### src/rtl/seg7_bcd_scan.sv
// Four-digit BCD up/down counter advanced by divider ticks, scanned onto one
// shared 7-segment bus with a registered anode/segment output stage.
module seg7_bcd_scan #(
  parameter int REFRESH_DIV    = 12000,
  parameter bit SEG_ACTIVE_LOW = 1'b1,
  parameter bit AN_ACTIVE_LOW  = 1'b1
) (
  input  logic        clk_in,
  input  logic        rst,
  input  logic        tick_in,
  input  logic        up_dn,
  input  logic        clear,
  input  logic        hold,
  output logic [15:0] count_bcd,
  output logic        wrap,
  output logic [3:0]  an,
  output logic [6:0]  seg
);

  localparam int             RW          = $clog2(REFRESH_DIV);
  localparam logic [RW-1:0]  REFRESH_MAX = RW'(REFRESH_DIV - 1);
  localparam logic [6:0]     SEG_MASK    = SEG_ACTIVE_LOW ? 7'h7F : 7'h00;
  localparam logic [3:0]     AN_MASK     = AN_ACTIVE_LOW ? 4'hF : 4'h0;

  logic [RW-1:0] refresh_cnt;
  logic [1:0]    digit_idx;
  logic [3:0]    cur_digit;
  logic [15:0]   step_cnt;
  logic          step_carry;

  function automatic logic [6:0] glyph(input logic [3:0] d);
    case (d)
      4'd0:    glyph = 7'h3F;
      4'd1:    glyph = 7'h06;
      4'd2:    glyph = 7'h5B;
      4'd3:    glyph = 7'h4F;
      4'd4:    glyph = 7'h66;
      4'd5:    glyph = 7'h6D;
      4'd6:    glyph = 7'h7D;
      4'd7:    glyph = 7'h07;
      4'd8:    glyph = 7'h7F;
      4'd9:    glyph = 7'h6F;
      default: glyph = 7'h00;
    endcase
  endfunction

  // Ripple carry/borrow through the digits; a carry out of the top digit is the wrap.
  always_comb begin
    step_cnt   = count_bcd;
    step_carry = 1'b1;
    for (int i = 0; i < 4; i++) begin
      if (step_carry) begin
        if (up_dn) begin
          if (count_bcd[4*i +: 4] >= 4'd9) begin
            step_cnt[4*i +: 4] = 4'd0;
          end else begin
            step_cnt[4*i +: 4] = count_bcd[4*i +: 4] + 4'd1;
            step_carry         = 1'b0;
          end
        end else begin
          if (count_bcd[4*i +: 4] == 4'd0) begin
            step_cnt[4*i +: 4] = 4'd9;
          end else begin
            step_cnt[4*i +: 4] = count_bcd[4*i +: 4] - 4'd1;
            step_carry         = 1'b0;
          end
        end
      end
    end
  end

  always_comb begin
    case (digit_idx)
      2'd0:    cur_digit = count_bcd[3:0];
      2'd1:    cur_digit = count_bcd[7:4];
      2'd2:    cur_digit = count_bcd[11:8];
      default: cur_digit = count_bcd[15:12];
    endcase
  end

  // tick_in is a bare enable: every sampled-high cycle is one step, no handshake back.
  always_ff @(posedge clk_in) begin
    if (!rst) begin
      count_bcd   <= 16'h0000;
      wrap        <= 1'b0;
      refresh_cnt <= '0;
      digit_idx   <= 2'd0;
      an          <= 4'b0001 ^ AN_MASK;
      seg         <= glyph(4'd0) ^ SEG_MASK;
    end else begin
      an  <= (4'b0001 << digit_idx) ^ AN_MASK;
      seg <= glyph(cur_digit) ^ SEG_MASK;

      if (refresh_cnt == REFRESH_MAX) begin
        refresh_cnt <= '0;
        digit_idx   <= digit_idx + 2'd1;
      end else begin
        refresh_cnt <= refresh_cnt + 1'b1;
      end

      if (clear) begin
        count_bcd <= 16'h0000;
        wrap      <= 1'b0;
      end else if (tick_in && !hold) begin
        count_bcd <= step_cnt;
        wrap      <= step_carry;
      end else begin
        wrap      <= 1'b0;
      end
    end
  end

endmodule

### config.mk
export PLATFORM = sky130hd
export DESIGN_NAME = seg7_bcd_scan
export DESIGN_NICKNAME = d
export VERILOG_FILES = /design/src/rtl/seg7_bcd_scan.sv
export SDC_FILE = /design/constraint.sdc
export NUM_CORES = 1
export LEC_CHECK = 0
export BUFFER_PORTS_ARGS = -buffer_cell sky130_fd_sc_hd__buf_2
export CAP_MARGIN = 20
export CELL_PAD_IN_SITES_DETAIL_PLACEMENT = 0
export CELL_PAD_IN_SITES_GLOBAL_PLACEMENT = 1
export CORE_ASPECT_RATIO = 0.8
export CORE_MARGIN = 1
export CORE_UTILIZATION = 47
export CTS_CLUSTER_DIAMETER = 200
export CTS_CLUSTER_SIZE = 25
export DETAILED_ROUTE_END_ITERATION = 12
export PLACE_DENSITY = 0.87
export SLEW_MARGIN = 25
export SYNTH_ARGS = -nofsm -noshare
export SYNTH_HDL_FRONTEND = slang
export SYNTH_SLANG_ARGS = --single-unit
### constraint.sdc
create_clock -name clk_in -period 6.31 [get_ports clk_in]
set_input_delay 1.262 -clock clk_in [delete_from_list [all_inputs] [get_ports clk_in]]
set_output_delay 1.262 -clock clk_in [all_outputs]
set_load 0.02 [all_outputs]
==> results of run 1 <==
==> worst max-delay path, stage by stage <==
cell	delay [ns]
sky130_fd_sc_hd__buf_2	0.31
sky130_fd_sc_hd__or4b_4	0.61
sky130_fd_sc_hd__a2bb2oi_2	0.19
sky130_fd_sc_hd__nor3_4	0.35
sky130_fd_sc_hd__o221ai_2	0.14
sky130_fd_sc_hd__a32o_1	0.27
==> cell families after synthesis <==
family	synth area share
simple gates	0.224
compound gates	0.208
flops	0.315
xor+xnor	0.0407
buf+inv	0.0608
mux	0.0304
fa+ha+maj	0.121
==> where the power goes <==
part | leakage [nW] | switching, W | internal (W)
Combinational | 0.863 | 0.0000348 | 0.0000204
Clock | 0.0404 | 0.000103 | 0.0000784
Sequential | 0.356 | 0.00000561 | 0.000282
==> routing by layer <==
| layer | vias up | track usage |
|---|---|---|
| li1 | 1240 | - |
| met1 | 1136 | 0.302 |
| met2 | 58 | 0.316 |
| met3 | 6 | 0.0362 |
| met4 | 0 | 0.0556 |
| met5 | - | 0 |
==> path summary, 6_finish.rpt <==
check / startpoint / endpoint / slack [ns]
worst max register to register: count_bcd[4] / count_bcd[14] / 3.96
worst min register to register: refresh_cnt[0] / refresh_cnt[0] / 0.48
worst max-delay path: up_dn / count_bcd[14] / 3.36
worst min-delay path: refresh_cnt[0] / refresh_cnt[0] / 0.48
==> cell type report <==
class,count,area share
clock buffers,5,0.0225
clock inverters,3,0.00776
inverters,22,0.0269
multi-input cells,250,0.570
flip-flops and latches,44,0.287
well taps,78,0.0318
repair buffers,33,0.0539
==> sequential cells by signal (all words and copies together) (netlist names) <==
name,count
count_bcd,16
an,4
seg,7
refresh_cnt,14
wrap,1
digit_idx,2
==> cells in the final DEF, fill, tap and decap left out, types with 2 or more instances in the layout <==
master                        n
sky130_fd_sc_hd__dfxtp_1     44
sky130_fd_sc_hd__nor2_1      35
sky130_fd_sc_hd__buf_2       33
sky130_fd_sc_hd__ha_1        27
sky130_fd_sc_hd__o21ai_0     24
sky130_fd_sc_hd__nand2_1     23
sky130_fd_sc_hd__inv_1       22
sky130_fd_sc_hd__a21oi_1     16
sky130_fd_sc_hd__nand3_1     14
sky130_fd_sc_hd__xor2_1       9
sky130_fd_sc_hd__and3_1       6
sky130_fd_sc_hd__nor2b_1      6
sky130_fd_sc_hd__a31oi_1      6
sky130_fd_sc_hd__a211oi_1     6
sky130_fd_sc_hd__nand4_1      6
sky130_fd_sc_hd__nand2b_1     5
sky130_fd_sc_hd__clkbuf_8     5
sky130_fd_sc_hd__a222oi_1     4
sky130_fd_sc_hd__mux2i_1      4
sky130_fd_sc_hd__mux2_2       4
sky130_fd_sc_hd__xnor2_1      4
sky130_fd_sc_hd__or3b_2       4
sky130_fd_sc_hd__and2_1       3
sky130_fd_sc_hd__o32ai_1      3
sky130_fd_sc_hd__nor3_1       3
sky130_fd_sc_hd__o211a_1      3
sky130_fd_sc_hd__nor4b_1      2
sky130_fd_sc_hd__a311oi_1     2
sky130_fd_sc_hd__a32o_1       2
sky130_fd_sc_hd__o21a_1       2
sky130_fd_sc_hd__clkinvlp_4   2
==> through the flow <==
step           hold WS [ns]  power (W)   util  cells  area (um2)
2_1_floorplan         0.430   0.000336      -    331        2800
3_3_place_gp          0.443   0.000348  0.532    427        2970
3_5_place_dp          0.466   0.000349  0.532    427        2970
4_1_cts               0.488   0.000531  0.549    435        3060
5_1_grt               0.503   0.000550  0.549    435        3060
6_report              0.480   0.000524  0.549    435        3060
==> results by group, run 1 <==
Floorplan
  – Overall die height: 71.0 um
  – Die width: 88.2 um
  – Row cnt: 24
  – Number of top-level design ports: 34
  – Starting density of the core: 0.501
  – Core outline area: roughly 5600 um2
  – Overall die area: 6260 um2

Synth
  – Most used standard cell by instance count after synthesis: sky130_fd_sc_hd__dfxtp_1
  – Leading post-synthesis cells by cell area: sky130_fd_sc_hd__dfxtp_1 (31%), sky130_fd_sc_hd__ha_1 (12%), sky130_fd_sc_hd__nor2_1 (4.7%), sky130_fd_sc_hd__o21ai_0 (4.3%), sky130_fd_sc_hd__nand2_1 (3.1%)
  – Number of flops mapped to enable cells by yosys: 0
  – Synthesized cell area: 2800 um2
  – Post-synthesis area per instance: roughly 8.4 um2
  – Most area-hungry cell type in the Yosys netlist: sky130_fd_sc_hd__dfxtp_1
  – Number of warnings printed during yosys synthesis: 0
  – Async set-reset flop share out of synthesis: 0
  – Post-synthesis instance total: 331
  – Fraction of the yosys area taken by sequential cells: 0.315
  – Commonest register cell after synthesis: sky130_fd_sc_hd__dfxtp_1
  – Syn nets: 364
  – Share of the synthesized area in the top cell type: 0.315
  – Synth top cells by count: sky130_fd_sc_hd__dfxtp_1 (44), sky130_fd_sc_hd__nor2_1 (35), sky130_fd_sc_hd__ha_1 (27), sky130_fd_sc_hd__o21ai_0 (24), sky130_fd_sc_hd__nand2_1 (23)
  – Total of flip-flops plus latches after synthesis: 44
  – Number of unique standard cell types used by synthesis: 59

Clock tree
  – TritonCTS clock tree: built
  – Cell chosen for the clock root: sky130_fd_sc_hd__clkbuf_8
  – Clock-pin slew on the worst setup and hold paths: 0.09 ns
  – Maximum buffer depth of the clock tree: 2
  – Number of buffers created by CTS: 5
  – Resize count post-CTS: 0
  – Hold buffer count at CTS: 0
  – Clock latency of the later-clocked register in the worst-skew pair: 0.30 ns
  – H-tree levels: 2
  – Buffers inserted during post-CTS setup optimization: 0
  – Clock net sink count: 44

Worst setup path
  – Required arrival time at the worst endpoint: 6.51 ns
  – Worst Path Arrival: 3.14 ns
  – Crit path max fanout: a little over 40
  – Crit path launch type: input pin
  – Critical path capture point type: flip-flop
  – Register-to-Register Path Depth: 7
  – Start-to-end type of the worst setup path: input pin to flip-flop

Placement
  – Dpl hpwl: 4360 um
  – Pre-CTS setup slack: 3.06 ns
  – Global placement routability congestion: 0.854
  – Count of port buffers added during placement: 33

Global route
  – Number of global-route vias before repair: between 2000 and 2500
  – Initial antenna violation count: 0
  – Global router's overall resource usage: 0.208
  – Maximum number of pins on one net before global-route repair: 42
  – Wire length of the first global-routing pass: 10400 um
  – Total grt overflow: 0

Routing
  – Via Count: 2440
  – Met2 layer wire length in the routed design: ~2600 um
  – Met3 wire length: 282 um
  – Count of unresolved DRC violations after routing: 0
  – Wire length reported by the detailed router: around 6100 um
  – Pre-antenna DRT Iters: 4
  – Routed length on met1: 3170 um
  – Final routed wire length divided by cell count: 14.0 um
  – Number of DRC markers in iteration 0: 213
  – Average via count per standard cell: 5.61
  – Uppermost metal layer occupied by signal nets: met4
  – Antenna Violating Nets Remaining: 0

Timing
  – Slew at the pin closest to its max-slew limit: 0.654 ns
  – Remaining max-slew budget at the tightest pin: 0.564
  – Total count of hold-check failures in the final report: 0
  – Final worst setup slack: 3.36 ns
  – Unrepaired setup endpoints after global routing: false
  – Final Slew Violations: 0
  – Final critical-path required period: 2.95 ns
  – Worst clock skew: 0.0104 ns
  – Count of endpoints failing setup in the final report: 0
  – Highest clock frequency the design can meet: 339 MHz
  – Total Negative Setup Slacks: 0 ns
  – Final Cycle Share: 0.467

Finish
  – Layout Nets: 389
  – Seq. cell area: 881 um2
  – Total area of multi-input combinational cells: 1750 um2
  – Antenna diode instance count: 0
  – Fraction of layout instances using a drive strength above 1: 0.162
  – Number of filler instances in the final layout: 551
  – Post-synthesis to final-layout area growth: 9.57%

Pwr
  – Cell Pwr Density: 171 nW/um2
  – Static leakage: 1.26 nW
  – IR Drop Worst-Case VDD: 0.0845 mV

Status
  – Status: completed

Run
  – Max-capacitance violation count: 0

Worst hold path
  – Classification of the worst-slack hold path: flip-flop to flip-flop
  – Worst hold path depth: 1
Power figures use the tool's default switching activity.
==> inputs of run 2 (changes only) <==
--- a/config.mk
+++ b/config.mk
@@ -11,11 +11,11 @@
 export CELL_PAD_IN_SITES_GLOBAL_PLACEMENT = 1
 export CORE_ASPECT_RATIO = 0.8
 export CORE_MARGIN = 1
-export CORE_UTILIZATION = 47
+export CORE_UTILIZATION = 44
 export CTS_CLUSTER_DIAMETER = 200
 export CTS_CLUSTER_SIZE = 25
 export DETAILED_ROUTE_END_ITERATION = 12
-export PLACE_DENSITY = 0.87
+export PLACE_DENSITY = 0.82
 export SLEW_MARGIN = 25
 export SYNTH_ARGS = -nofsm -noshare
 export SYNTH_HDL_FRONTEND = slang
==> constraint.sdc (replaced) <==
create_clock -name clk_in -period 3 [get_ports clk_in]
set_input_delay 0.6 -clock clk_in [delete_from_list [all_inputs] [get_ports clk_in]]
set_output_delay 0.6 -clock clk_in [all_outputs]
set_load 0.02 [all_outputs]
==> run 2 against run 1 <==
Against the previous run:
- combinational power is 110% higher
- clock skew about the same
- non-clock buffer count up 1
- cell area increased by 0.98%
- sequential power up 110%
- critical endpoint is now seg[6]
- register-to-register slack worse by 3.3 ns
- count of clock-buffer cells in the layout unchanged
- sequential share of layout area fell by 0.28 points
==> results by group, run 2 (same netlist as run 1, synthesis figures left out) <==
Status
  – Status: completed

Finish
  – Post-synthesis to final-layout area growth: 10.6%
  – Fraction of layout instances using a drive strength above 1: 0.165
  – Registers with the most flip-flops: count_bcd (16), refresh_cnt (14), seg (7)
  – Biggest register: count_bcd
  – Total area of multi-input combinational cells: 1750 um2
  – Most common cell after layout, fill and taps aside: sky130_fd_sc_hd__dfxtp_1
  – Seq. cell area: ~880 um2
  – Layout Nets: 390
  – Antenna diode instance count: 0
  – Number of filler instances in the final layout: between 500 and 600
  – Count of non-filler cells in the finished layout: 439
  – Utilization after layout: 0.515
  – Design area: 3090 um2
  – Leading cell types in the layout, fill and taps excluded: sky130_fd_sc_hd__dfxtp_1 (44), sky130_fd_sc_hd__nor2_1 (35), sky130_fd_sc_hd__buf_2 (33), sky130_fd_sc_hd__ha_1 (27), sky130_fd_sc_hd__o21ai_0 (24)
  – Flip-flop count of the largest register, all copies and words added: 16

Worst setup path
  – Crit path max fanout: 5
  – Kind of cell adding the most delay to the critical path: compound AO/OA/AOI/OAI gates
  – Cell with the largest stage delay on the worst path: sky130_fd_sc_hd__a222oi_1
  – Worst Path Arrival: around 2.5 ns
  – Start-to-end type of the worst setup path: flip-flop to flip-flop
  – Buffers plus inverters on the worst setup path: 2
  – Critical path cell sequence: inv_1 > ha_1 > a222oi_1 > mux2_2 > inv_1 > ha_1 > mux2_2 > o21ai_0 > nand2_1
  – CP max stage delay: 0.42 ns
  – Critical path capture point type: flip-flop
  – Crit path launch type: flip-flop
  – Required arrival time at the worst endpoint: between 3 and 4 ns

Clock tree
  – Clock net sink count: 44
  – Hold buffer count at CTS: 0
  – H-tree levels: 2
  – TritonCTS clock tree: built
  – Maximum buffer depth of the clock tree: 2
  – Cell chosen for the clock root: sky130_fd_sc_hd__clkbuf_8
  – Clock latency of the later-clocked register in the worst-skew pair: 0.30 ns
  – Buffers inserted during post-CTS setup optimization: 0
  – Resize count post-CTS: 0
  – Number of buffers created by CTS: 5
  – Clock-pin slew on the worst setup and hold paths: 0.09 ns

Routing
  – Average via count per standard cell: 5.55
  – Via Count: approximately 2400
  – Final routed wire length divided by cell count: between 10 and 15 um
  – Wire length reported by the detailed router: between 6000 and 7000 um
  – Number of DRC markers in iteration 0: 137
  – Pre-antenna DRT Iters: 5
  – Count of unresolved DRC violations after routing: 0
  – Antenna Violating Nets Remaining: 0

Floorplan
  – Overall die height: 73.3 um
  – Row cnt: 25
  – Overall die area: 6680 um2
  – Starting density of the core: 0.466
  – Die width: between 90 and 100 um
  – Number of top-level design ports: 34
  – Core outline area: about 6000 um2

Pwr
  – Reg power frac: 0.512
  – Total net switching power: about 0.0003 W
  – Final total power: 0.00118 W
  – IR Drop Worst-Case VDD: 0.187 mV
  – Static leakage: around 1.3 nW
  – Clock network power share: 0.388
  – Internal power contribution: 0.000883 W
  – Switching part of the total: 0.252
  – Combinational fraction of design power: 0.100
  – Cell Pwr Density: 382 nW/um2

Timing
  – Count of endpoints failing setup in the final report: 0
  – Slew at the pin closest to its max-slew limit: 0.486 ns
  – Final critical-path required period: 2.33 ns
  – Final Cycle Share: 0.777
  – Remaining max-slew budget at the tightest pin: 0.671
  – Unrepaired setup endpoints after global routing: false
  – Final Slew Violations: 0
  – Highest clock frequency the design can meet: 429 MHz
  – Worst clock skew: 0.0102 ns
  – Total Negative Setup Slacks: 0 ns
  – Total count of hold-check failures in the final report: 0

Global route
  – Total grt overflow: 0
  – Global router's overall resource usage: 0.193
  – Wire length of the first global-routing pass: 10400 um
  – Initial antenna violation count: 0
  – Number of global-route vias before repair: 2128
  – Maximum number of pins on one net before global-route repair: 25

Placement
  – Dpl hpwl: 4500 um
  – Global placement routability congestion: 0.863
  – Placed cells: 431
  – Count of port buffers added during placement: 33
  – Cell area reported after detailed placement: around 3000 um2

Worst hold path
  – Classification of the worst-slack hold path: flip-flop to flip-flop

Run
  – Max-capacitance violation count: 0
[run 2: cell type report]
class                   count  share of cell area
clock buffers               5              0.0222
clock inverters             3              0.0137
inverters                  22              0.0267
multi-input cells         250               0.564
flip-flops and latches     44               0.285
well taps                  81              0.0328
repair buffers             34              0.0558
[run 2: worst paths after layout]
kind | from | endpoint | slack, ns | cells past startpoint
worst max-delay path | digit_idx[1] | seg[6] | 0.67 | 9
worst min-delay path | refresh_cnt[0] | refresh_cnt[0] | 0.47 | 1
worst max register to register | digit_idx[1] | seg[6] | 0.67 | 9
worst min register to register | refresh_cnt[0] | refresh_cnt[0] | 0.47 | 1
[run 2: worst register-to-register path, stage by stage, from the launching register on]
cell	delay (ns)
sky130_fd_sc_hd__dfxtp_1	0.40
sky130_fd_sc_hd__inv_1	0.09
sky130_fd_sc_hd__ha_1	0.25
sky130_fd_sc_hd__a222oi_1	0.42
sky130_fd_sc_hd__mux2_2	0.28
sky130_fd_sc_hd__inv_1	0.09
sky130_fd_sc_hd__ha_1	0.21
sky130_fd_sc_hd__mux2_2	0.25
sky130_fd_sc_hd__o21ai_0	0.17
sky130_fd_sc_hd__nand2_1	0.07
[run 2: layer usage]
layer / vias up / routed length (um) / track usage
met2: 50 / 2600 / 0.295
met5: - / 0 / 0
li1: 1237 / - / -
met3: 6 / 284 / 0.0424
met4: 0 / 63 / 0.0441
met1: 1144 / 3230 / 0.277
[run 2: power by group through the flow]
| stage | registers (W) | clock network [W] | logic [W] |
|---|---|---|---|
| final | 0.000605 | 0.000458 | 0.000118 |
| after global routing | 0.000606 | 0.000488 | 0.000133 |
| after CTS | 0.000605 | 0.000466 | 0.000118 |
| after detailed placement | 0.000618 | 0 | 0.000117 |
| after global placement | 0.000618 | 0 | 0.000116 |
| after floorplan | 0.000622 | 0 | 0.0000837 |
[run 2: per-stage QoR]
stage | hold WS (ns) | setup WS, ns
finish | 0.474 | 0.668
global route | 0.505 | 0.474
CTS | 0.473 | 0.646
detailed placement | 0.450 | 0.515
global placement | 0.447 | 0.555
floorplan | 0.430 | 0.900
==> inputs of run 3 (changes only) <==
==> constraint.sdc (replaced) <==
create_clock -name clk_in -period 2.2 [get_ports clk_in]
set_input_delay 0.44 -clock clk_in [delete_from_list [all_inputs] [get_ports clk_in]]
set_output_delay 0.44 -clock clk_in [all_outputs]
set_load 0.02 [all_outputs]
==> run 3 against run 2 <==
Against the previous run:
- first-iteration DRC count is 3.6% higher
- count of clock-buffer cells in the layout up 1
- critical path depth fell by 2
- utilization rose by 3.9 points
- fmax up 12%
- register-to-register slack worse by 0.55 ns
- sequential share of layout area fell by 1.9 points
==> results by group, run 3 (same netlist as run 1, synthesis figures left out) <==
Floorplan
  – Number of top-level design ports: 34
  – Starting density of the core: 0.466
  – Overall die height: 73.3 um
  – Overall die area: approximately 6700 um2
  – Core outline area: 6010 um2
  – Die width: 91.1 um
  – Row cnt: 25

Placement
  – Global placement routability congestion: 0.925
  – Cell area reported after detailed placement: 3160 um2
  – Pre-CTS setup slack: around 0.023 ns
  – Count of port buffers added during placement: 33
  – Placed cells: 454
  – Dpl hpwl: 4800 um

Finish
  – Antenna diode instance count: 0
  – Seq. cell area: 882 um2
  – Leading cell types in the layout, fill and taps excluded: sky130_fd_sc_hd__dfxtp_1 (43), sky130_fd_sc_hd__nor2_1 (35), sky130_fd_sc_hd__buf_2 (33), sky130_fd_sc_hd__ha_1 (25), sky130_fd_sc_hd__buf_4 (25)
  – Flip-flop count of the largest register, all copies and words added: 16
  – Biggest register: count_bcd
  – Registers with the most flip-flops: count_bcd (16), refresh_cnt (14), seg (7)
  – Total area of multi-input combinational cells: roughly 1800 um2
  – Post-synthesis to final-layout area growth: 18.9%
  – Count of non-filler cells in the finished layout: 463
  – Fraction of layout instances using a drive strength above 1: 0.246
  – Most common cell after layout, fill and taps aside: sky130_fd_sc_hd__dfxtp_1
  – Layout Nets: roughly 410
  – Number of filler instances in the final layout: 589
  – Design area: 3330 um2

Clock tree
  – Clock-pin slew on the worst setup and hold paths: 0.09 ns
  – Clock latency of the later-clocked register in the worst-skew pair: 0.30 ns
  – Number of buffers created by CTS: 5
  – TritonCTS clock tree: built
  – H-tree levels: 2
  – Cell chosen for the clock root: sky130_fd_sc_hd__clkbuf_8
  – Clock net sink count: 44
  – Hold buffer count at CTS: 0
  – Maximum buffer depth of the clock tree: 2

Worst setup path
  – Crit path max fanout: 8
  – Crit Reg-Reg Startpoint: count_bcd[8]
  – Cell with the largest stage delay on the worst path: sky130_fd_sc_hd__or4b_4
  – Register-to-Register Path Depth: 7
  – Crit path launch type: flip-flop
  – Critical path capture point type: flip-flop
  – Buffers plus inverters on the worst setup path: 1
  – Source of the critical timing path: count_bcd[8]
  – Critical path cell sequence: inv_1 > ha_1 > or4b_4 > a21boi_2 > nor3_4 > o221ai_2 > a32o_1
  – CP max stage delay: 0.46 ns
  – Worst Path Arrival: between 2 and 2.5 ns
  – Number of logic stages on the critical path including buffering: 7
  – Start-to-end type of the worst setup path: flip-flop to flip-flop
  – Kind of cell adding the most delay to the critical path: simple AND/OR/NAND/NOR gates
  – Required arrival time at the worst endpoint: 2.39 ns

Status
  – Status: completed

Global route
  – Initial antenna violation count: 0
  – Number of global-route vias before repair: 2202
  – Global router's overall resource usage: 0.202
  – Maximum number of pins on one net before global-route repair: 20
  – Total grt overflow: 0
  – Wire length of the first global-routing pass: around 11000 um

Pwr
  – Cell Pwr Density: 504 nW/um2
  – Final total power: 0.00168 W
  – Static leakage: 1.42 nW
  – IR Drop Worst-Case VDD: 0.255 mV

Timing
  – Worst clock skew: approximately 0.012 ns
  – Count of endpoints failing setup in the final report: 0
  – Final worst setup slack: approximately 0.12 ns
  – Unrepaired setup endpoints after global routing: true
  – Final critical-path required period: 2.08 ns
  – Final Cycle Share: 0.945
  – Highest clock frequency the design can meet: 481 MHz
  – Total Negative Setup Slacks: 0 ns
  – Slew at the pin closest to its max-slew limit: 0.554 ns
  – Final Slew Violations: 0
  – Total count of hold-check failures in the final report: 0
  – Remaining max-slew budget at the tightest pin: 0.630

Routing
  – Count of unresolved DRC violations after routing: 0
  – Final routed wire length divided by cell count: between 10 and 15 um
  – Via Count: 2552
  – Pre-antenna DRT Iters: 5
  – Antenna Violating Nets Remaining: 0
  – Wire length reported by the detailed router: 6400 um
  – Average via count per standard cell: 5.51
  – Number of DRC markers in iteration 0: about 140

Worst hold path
  – Worst hold path depth: 1
  – Classification of the worst-slack hold path: flip-flop to flip-flop
  – Launch point of the worst hold path: refresh_cnt[0]

Run
  – Max-capacitance violation count: 0
==> run 3: layout make-up <==
| class | count | share of cell area |
|---|---|---|
| clock buffer | 6 | 0.0248 |
| clock inverter | 2 | 0.0117 |
| inverter | 22 | 0.0248 |
| timing repair buffer | 58 | 0.106 |
| tap | 81 | 0.0305 |
| multi-input combinational | 250 | 0.537 |
| sequential | 44 | 0.265 |
==> run 3: repair_timing <==
item,CTS,global route
hold endpoints to repair,0,0
setup endpoints to repair,0,11
resized for setup,0,14
buffers inserted,0,1
==> run 3: stage by stage <==
step | hold slack (ns) | util
6_report | 0.481 | 0.554
5_1_grt | 0.516 | 0.554
4_1_cts | 0.479 | 0.546
3_5_place_dp | 0.458 | 0.525
3_3_place_gp | 0.445 | 0.525
2_1_floorplan | 0.430 | -
==> run 3: worst paths after layout <==
path                         end  slack [ns]
setup / recovery   count_bcd[14]        0.12
hold / removal    refresh_cnt[0]        0.48
setup reg to reg   count_bcd[14]        0.12
hold reg to reg   refresh_cnt[0]        0.48
==> run 3: metal layers <==
metal / global-route usage / vias up / part of all wire
met4: 0.0423 / 0 / 0.0056
li1: - / 1282 / -
met1: 0.304 / 1194 / 0.52
met3: 0.0321 / 5 / 0.051
met5: 0 / - / 0
met2: 0.303 / 71 / 0.42
==> run 3: power by group <==
part	internal, W	leakage (nW)	switching (W)
logic	0.0000794	0.999	0.000115
clock network	0.000372	0.0614	0.000292
registers	0.000809	0.356	0.00000899
total	0.00126	1.42	0.000416
